<file path="config.mk">
export PLATFORM = sky130hd
export DESIGN_NAME = cam_pixel_capture
export DESIGN_NICKNAME = d
export VERILOG_FILES = /design/src/rtl/cam_pixel_capture.sv
export SDC_FILE = /design/constraint.sdc
export NUM_CORES = 1
export LEC_CHECK = 0
export ABC_CLOCK_PERIOD_IN_PS = 1900
export CORE_ASPECT_RATIO = 2
export CORE_UTILIZATION = 47
export DETAILED_ROUTE_END_ITERATION = 6
export GPL_ROUTABILITY_DRIVEN = 1
export PLACE_DENSITY = 0.8
export SYNTH_ARGS = -nofsm -noshare
export SYNTH_HDL_FRONTEND = slang
export SYNTH_SLANG_ARGS = --single-unit
</file>
<file path="constraint.sdc">
create_clock -name clk -period 1.9 [get_ports clk]
set_input_delay 0.285 -clock clk [delete_from_list [all_inputs] [get_ports clk]]
set_output_delay 0.285 -clock clk [all_outputs]
set_load 0.005 [all_outputs]
</file>
<file path="src/rtl/cam_pixel_capture.sv">
// Sensor byte-stream capture: registers vsync/href/data, frames active bytes into pixel strobes with x/y.
// Latency: cam_data to pix_addr is 2 clk (input register, then output register).
// No backpressure: the sensor cannot be stalled; out-of-window bytes are dropped and flagged.
// Option: define CAPTURE_DECIMATE_EN for 2:1 decimation in both axes (WIDTH/HEIGHT must be even).
module cam_pixel_capture #(
  parameter int WIDTH  = 320,
  parameter int HEIGHT = 240,
  parameter int XW     = 10,
  parameter int YW     = 9
) (
  input  logic          clk,
  input  logic          reset,
  input  logic          arm,
  input  logic          continuous,
  input  logic          cam_vsync,
  input  logic          cam_href,
  input  logic [7:0]    cam_data,
  output logic [7:0]    pix_addr,
  output logic          pix_valid,
  output logic          pix_sof,
  output logic          pix_eol,
  output logic          pix_eof,
  output logic [XW-1:0] pix_x,
  output logic [YW-1:0] pix_y,
  output logic          busy,
  output logic          frame_err
);

  // Counters carry one extra bit so they can hold WIDTH/HEIGHT even when 2**XW == WIDTH.
  localparam logic [XW:0] WIDTH_C  = (XW+1)'(WIDTH);
  localparam logic [YW:0] HEIGHT_C = (YW+1)'(HEIGHT);
`ifdef CAPTURE_DECIMATE_EN
  localparam logic [XW:0] X_LAST  = (XW+1)'(WIDTH - 2);
  localparam logic [YW:0] Y_LAST  = (YW+1)'(HEIGHT - 2);
`else
  localparam logic [XW:0] X_LAST  = (XW+1)'(WIDTH - 1);
  localparam logic [YW:0] Y_LAST  = (YW+1)'(HEIGHT - 1);
`endif

  typedef enum logic [1:0] {IDLE, ARMED, ACTIVE} state_t;

  state_t        state, state_nxt;
  logic          vs_r, hr_r, vs_p, hr_p;
  logic [7:0]    d_r;
  logic [XW:0]   x, x_nxt;
  logic [YW:0]   y, y_nxt;
  logic          err_nxt, busy_nxt;
  logic          valid_nxt, sof_nxt, eol_nxt, eof_nxt;
  logic [7:0]    addr_nxt;
  logic [XW-1:0] px_nxt;
  logic [YW-1:0] py_nxt;
  logic          vs_fall, vs_rise, hr_fall, in_window, emit;

  assign vs_fall   = vs_p & ~vs_r;
  assign vs_rise   = ~vs_p & vs_r;
  assign hr_fall   = hr_p & ~hr_r;
  assign in_window = (x < WIDTH_C) && (y < HEIGHT_C);
`ifdef CAPTURE_DECIMATE_EN
  assign emit      = ~x[0] & ~y[0];
`else
  assign emit      = 1'b1;
`endif

  // Input registers plus a delayed copy of the control lines for edge detection.
  always_ff @(posedge clk) begin
    if (reset) begin
      vs_r <= 1'b0;
      hr_r <= 1'b0;
      d_r  <= 8'h00;
      vs_p <= 1'b0;
      hr_p <= 1'b0;
    end else begin
      vs_r <= cam_vsync;
      hr_r <= cam_href;
      d_r  <= cam_data;
      vs_p <= vs_r;
      hr_p <= hr_r;
    end
  end

  // Next-state, counter and output decode; strobes default low, data outputs hold.
  always_comb begin
    state_nxt = state;
    x_nxt     = x;
    y_nxt     = y;
    err_nxt   = frame_err;
    valid_nxt = 1'b0;
    sof_nxt   = 1'b0;
    eol_nxt   = 1'b0;
    eof_nxt   = 1'b0;
    addr_nxt  = pix_addr;
    px_nxt    = pix_x;
    py_nxt    = pix_y;
    case (state)
      IDLE: begin
        // A frame start seen in the same cycle is ignored: capture waits for the next one.
        if (arm) begin
          state_nxt = ARMED;
          err_nxt   = 1'b0;
        end
      end
      ARMED: begin
        if (vs_fall) begin
          state_nxt = ACTIVE;
          x_nxt     = '0;
          y_nxt     = '0;
        end
      end
      ACTIVE: begin
        if (vs_rise) begin
          // Frame end wins over any byte in flight; the current line is abandoned.
          if ((y != HEIGHT_C) || hr_r) err_nxt = 1'b1;
          x_nxt     = '0;
          state_nxt = continuous ? ARMED : IDLE;
        end else if (hr_r) begin
          if (in_window) begin
            x_nxt = x + 1'b1;
            if (emit) begin
              valid_nxt = 1'b1;
              addr_nxt  = d_r;
`ifdef CAPTURE_DECIMATE_EN
              px_nxt    = x[XW:1];
              py_nxt    = y[YW:1];
`else
              px_nxt    = x[XW-1:0];
              py_nxt    = y[YW-1:0];
`endif
              sof_nxt   = (x == '0) && (y == '0);
              eol_nxt   = (x == X_LAST);
              eof_nxt   = (x == X_LAST) && (y == Y_LAST);
            end
          end else begin
            err_nxt = 1'b1;
          end
        end else if (hr_fall) begin
          if (x != WIDTH_C) err_nxt = 1'b1;
          x_nxt = '0;
          if (y != HEIGHT_C) y_nxt = y + 1'b1;
        end
      end
      default: state_nxt = IDLE;
    endcase
    busy_nxt = (state_nxt != IDLE);
  end

  // State, counters and all registered outputs.
  always_ff @(posedge clk) begin
    if (reset) begin
      state     <= IDLE;
      x         <= '0;
      y         <= '0;
      frame_err <= 1'b0;
      busy      <= 1'b0;
      pix_valid <= 1'b0;
      pix_sof   <= 1'b0;
      pix_eol   <= 1'b0;
      pix_eof   <= 1'b0;
      pix_addr  <= 8'h00;
      pix_x     <= '0;
      pix_y     <= '0;
    end else begin
      state     <= state_nxt;
      x         <= x_nxt;
      y         <= y_nxt;
      frame_err <= err_nxt;
      busy      <= busy_nxt;
      pix_valid <= valid_nxt;
      pix_sof   <= sof_nxt;
      pix_eol   <= eol_nxt;
      pix_eof   <= eof_nxt;
      pix_addr  <= addr_nxt;
      pix_x     <= px_nxt;
      pix_y     <= py_nxt;
    end
  end

endmodule

</file>
=== Word level (Yosys, flattened, before mapping) ===
Cells that the tools add are included.

* Logic and storage cells: 89
* Register bits: 68

* Reduce and logical (&&, ||, !) cells: 16
* $lt $le $gt $ge: 2
* Equal/unequal tests: 17
* Mux-type cells: 26
* Add/sub/neg operators: 2
* Bitwise logic cells: 9

{| class="wikitable"
|+ Operators by type and width
! kind !! number
|-
| $mux 11 || 5
|-
| $mux 10 || 5
|-
| $pmux 11 s2 || 1
|-
| $pmux 10 s2 || 1
|-
| $ne 4x4->1 const B || 4
|-
| $ne 2x2->1 const B || 6
|-
| $reduce_and 6->1 || 2
|-
| $add 11x1->11 const B || 1
|-
| $eq 11x9->1 const B || 1
|-
| $logic_not 11->1 || 1
|-
| $lt 11x9->1 const B || 1
|-
| $ne 11x9->1 const B || 1
|-
| $add 10x1->10 const B || 1
|-
| $eq 10x8->1 const B || 1
|-
| $logic_not 10->1 || 1
|-
| $lt 10x8->1 const B || 1
|-
| $ne 10x8->1 const B || 1
|-
| $mux 1 || 9
|-
| $reduce_and 4->1 || 2
|-
| $mux 2 || 3
|-
| $not 1->1 || 6
|-
| $pmux 2 s3 || 1
|-
| $reduce_bool 2->1 || 3
|-
| $reduce_or 5->1 || 1
|-
| 9 further kinds || 13
|}

=== Depth between registers and ports, before layout ===
* Word-level depth: 6
* Mapped depth: 9

=== Worst setup path after synthesis ===
Ideal clock, no wire load.

* Kind: register to register
* From: register y[0]
* To: register y[9]
* Path buffers: 1
* Stages on the path, launching flop included: 9
* Library setup time: 116 ps
* Path slack: 76 ps
* Clock period less this slack: 1824 ps
* Arrival: 1708 ps
* Path through: dfxtp_1 inv_1 ha_1 nor3b_1 and4_4 buf_6 nor4b_4 a211oi_1 a31o_1

* Word-level cells in the longest chain between the ends: 6
* Elaborated cells on any way between the ends: 9

{| class="wikitable"
|+ RTL lines
! element !! line !! text
|-
| start, declared || 46 || <nowiki>logic [YW:0] y, y_nxt;</nowiki>
|-
| start signal, assigned || 164 || <nowiki>y <= y_nxt;</nowiki>
|-
| $add 10x1->10 || 138 || <nowiki>if (y != HEIGHT_C) y_nxt = y + 1'b1;</nowiki>
|-
| $mux 10 || 138 ||
|-
| $mux 10 || 135 || <nowiki>end else if (hr_fall) begin</nowiki>
|-
| $mux 10 || 115 || <nowiki>end else if (hr_r) begin</nowiki>
|-
| $mux 10 || 110 || <nowiki>if (vs_rise) begin</nowiki>
|-
| $pmux 10 s2 || 94 || <nowiki>case (state)</nowiki>
|}

Several ways; a longest one is shown, not always the timed one. The select of a mux whose other input is x is not followed.
A chain may end at the register's enable or synchronous reset.

=== Final worst setup path ===
* From: register state[0]
* To: register y[9]

* Word-level cells in the longest chain between the ends: 3
* Elaborated cells on any way between the ends: 10

{| class="wikitable"
|+ RTL lines
! element !! line !! text
|-
| start, declared || 42 || <nowiki>state_t state, state_nxt;</nowiki>
|-
| start signal, assigned || 162 || <nowiki>state <= state_nxt;</nowiki>
|-
| $eq 2x2->1 or $eq 2x1->1 (tied branches) || 94 ||
|-
| $ne 2x2->1 (no line) or $reduce_bool 2->1 (tied branches) || -- ||
|-
| $reduce_and 6->1 (no line) || -- ||
|}

Several ways; a longest one is shown, not always the timed one.

==> out/qor.yml <==
status:
  status: "finished clean"
finish:
  multiInputGateArea_sq_um: 1249
  seq_area_sq_um: 1361
  fill_cells: 479
  fin_nets: 401
  syn_to_final_growth_pct: 32.30
  fin_cells: 449
  fin_area_sq_um: 3675
  n_antenna_cell: 0
  layout-drive-gt1-share_pct: 11.08
place:
  post-place-cells: 433
  hpwl_mm: 4.339
  dp_slack_ps: 145.4
  io_buffers: 46
  gp_congestion: 0.8604
  place_area_sq_um: 3358
timing:
  finalMaxSlewViolations: 0
  max_slew_margin_pct: 66.50
  period_share_pct: 93.59
  rsz0062_at_grt: "no"
  fin_skew_ps: 3.935
  setup_viol: 0
  fin_crit_ps: 1778
  fin_tns_setup_ps: 0
  hold_slack_ps: 287.5
  hold_violations: 0
  tightest_slew_ps: 498.0
  max_freq_mhz: 562.4
  worst_slack_ps: 121.8
clocking:
  cts_resized: 0
  htree_levels: 3
  cts-root-buf: "clkbuf_16"
  cts_buffer_depth: 2
  cts_buffers: 9
  cts_tree: "built"
  cts_num_sinks: 68
  post_cts_buffers: 0
  clk_latency_ps: 330
  clkTransAtPathRegs_ps: 50
  ctsHoldBuffers: 0
floorplan:
  start_util_pct: 48.65
  num_rows: 39
  die_h_um: 110.7
  ios: 47
  die_area_sq_um: 6240
  core_area_sq_um: 5709
  die_w_um: 56.36
routing:
  dr.first_iter.drc_count: 59
  drt-pass1-iter-count: 4
  drt.antenna.violating_nets: 0
  detail_route.vias_per_cell: 5.359
  detail_route.wl_per_cell_um: 13.38
  vias: 2406
  routed_wl_mm: 6.006
  drc: 0
worst_setup_path:
  worstRegToRegCells: 5
  startpoint_type: "flop"
  endpoint: "y[9]"
  cp.arrival_ps: 2000
  required_ps: 2120
  crit_type: "flop to flop"
  r2r_slack_ps: 120
  critical-path-top-delay-family: "simple AND/OR/NAND/NOR gates"
  cp-startpoint: "state[0]"
  crit_chain: "and4bb_1 -> a31oi_2 -> nor4b_4 -> a211oi_1 -> a31o_1"
  critPathBufInv: 0
  worst-path-max-fanout: 8
  slowest_stage: "dfxtp_1"
  critical-path-max-stage-delay_ps: 450
  end_kind: "flop"
  r2r_end: "y[9]"
  worst-path-stages: 5
  r2r-start: "state[0]"
global_routing:
  antenna_found_initial: 0
  grtUsageTotal_pct: 21.12
  grt_pass1_wl_mm: 10.18
  first_global_vias: 2280
  grt_max_degree: 22
  grt_overflow_total: 0
yosys:
  avgSynthCellArea_sq_um: 8.468
  synth_cell_types: 42
  synthTopCellsByArea: "dfxtp_1, nand2_1, a21oi_1"
  seq_area_frac_synth_pct: 49.01
  synth_cells: 328
  synth_area_leader_cell: "dfxtp_1"
  ys_ff_latch: 68
  synthDominantCellAreaShare_pct: 49.01
  yosysWarningCount: 0
  synth_area_sq_um: 2778
  syn-num-nets: 346
power:
  ir_drop_uv: 1116
  powerDensity_nw_per_um2: 900.3
  p_leak_nw: 1.309
run:
  maxCapViolCount: 0
hold_path:
  worstHoldPathType: "primary input to flop"
-- power breakdown --
group | switching (mW) | internal, mW
sequential | 0.0115 | 1.45
combinational | 0.0511 | 0.0577
clock | 0.601 | 1.14
total | 0.663 | 2.65
-- stage by stage --
step	utilization, %	total power [mW]
after floorplan	-	1.544
after global placement	58.82	1.594
after detailed placement	58.82	1.597
after CTS	64.37	3.343
after global routing	64.37	3.410
final	64.37	3.308
-- registers in the layout (all words and copies together) (netlist names), 2 cells and up --
name,flops
pix_addr,8
y,10
d_r,8
state,2
pix_y,9
pix_x,10
x,11
-- layout by cell type, fill, tap and decap left out, types with 2 or more instances in the layout --
cell and count:
a211oi_1 3, a21oi_1 39, a31o_1 2, and3_1 4, and4_1 2, buf_12 2, buf_4 18, bufinv_16 2
clkbuf_16 9, clkdlybuf4s50_1 45, clkinv_2 3, dfxtp_1 68, ha_1 4, inv_1 11, nand2_1 58, nand2b_1 2
nand3_1 8, nand4_1 11, nor2_1 28, nor2b_1 13, nor3_1 3, nor3b_1 7, nor4_1 7, o21ai_0 9
or2_2 2, or3_1 3, xnor2_1 5
-- worst min path at each step --
| stage | from | end | cells past startpoint | slack, ps |
|---|---|---|---|---|
| final | reset | vs_p | 2 | 290 |
| after detailed placement | d_r[5] | pix_addr[5] | 2 | 430 |
| after global routing | reset | vs_p | 2 | 320 |
| after global placement | d_r[6] | pix_addr[6] | 2 | 420 |
| after CTS | reset | vs_p | 2 | 280 |
| after floorplan | cam_data[0] | d_r[0] | 1 | 410 |
-- synthesized netlist by cell type, drive strengths merged --
library cell	count
nor2	29
a211o	1
nand2	58
or4	1
nor4bb	1
nand3b	1
nand2b	2
or2	2
buf	14
nor3	3
xor2	1
nor3b	7
and2	1
mux2i	1
nor2b	13
a31o	2
ha	4
clkbuf	8
o21ai	9
xnor2	5
o211ai	1
dfxtp	68
nand3	8
nand4b	1
o21a	1
nor4b	1
a31oi	2
and4bb	1
a311oi	1
inv	11
or3	3
a211oi	3
a21oi	39
and3	4
nand4	11
and4	3
nor4	7
-- area by class of cell --
type | count | area share, %
Clock buffer | 9 | 6.129
Clock inverter | 7 | 2.486
Inverter | 11 | 1.124
Multi-Input combinational cell | 227 | 33.98
Sequential cell | 68 | 37.04
Tap cell | 61 | 2.077
Timing Repair Buffer | 66 | 17.16
-- cell families after synthesis --
| logic type | count (synthesis) | synth area share (%) |
|---|---|---|
| AO/OA/AOI/OAI | 59 | 11.94 |
| XOR/XNOR | 6 | 1.892 |
| adder cells (fa/ha/maj) | 4 | 1.802 |
| buffers and inverters | 33 | 6.036 |
| flip-flops | 68 | 49.01 |
| multiplexers | 1 | 0.3604 |
| AND/OR/NAND/NOR | 157 | 28.96 |
-- metal layers --
layer	global-route usage [%]	part of all wire (%)
met3	5.251	4.1
met4	13.01	3.2
met1	21.03	39
met5	0	0
met2	37.86	54
No activity file was read; power rests on OpenSTA's default activity.
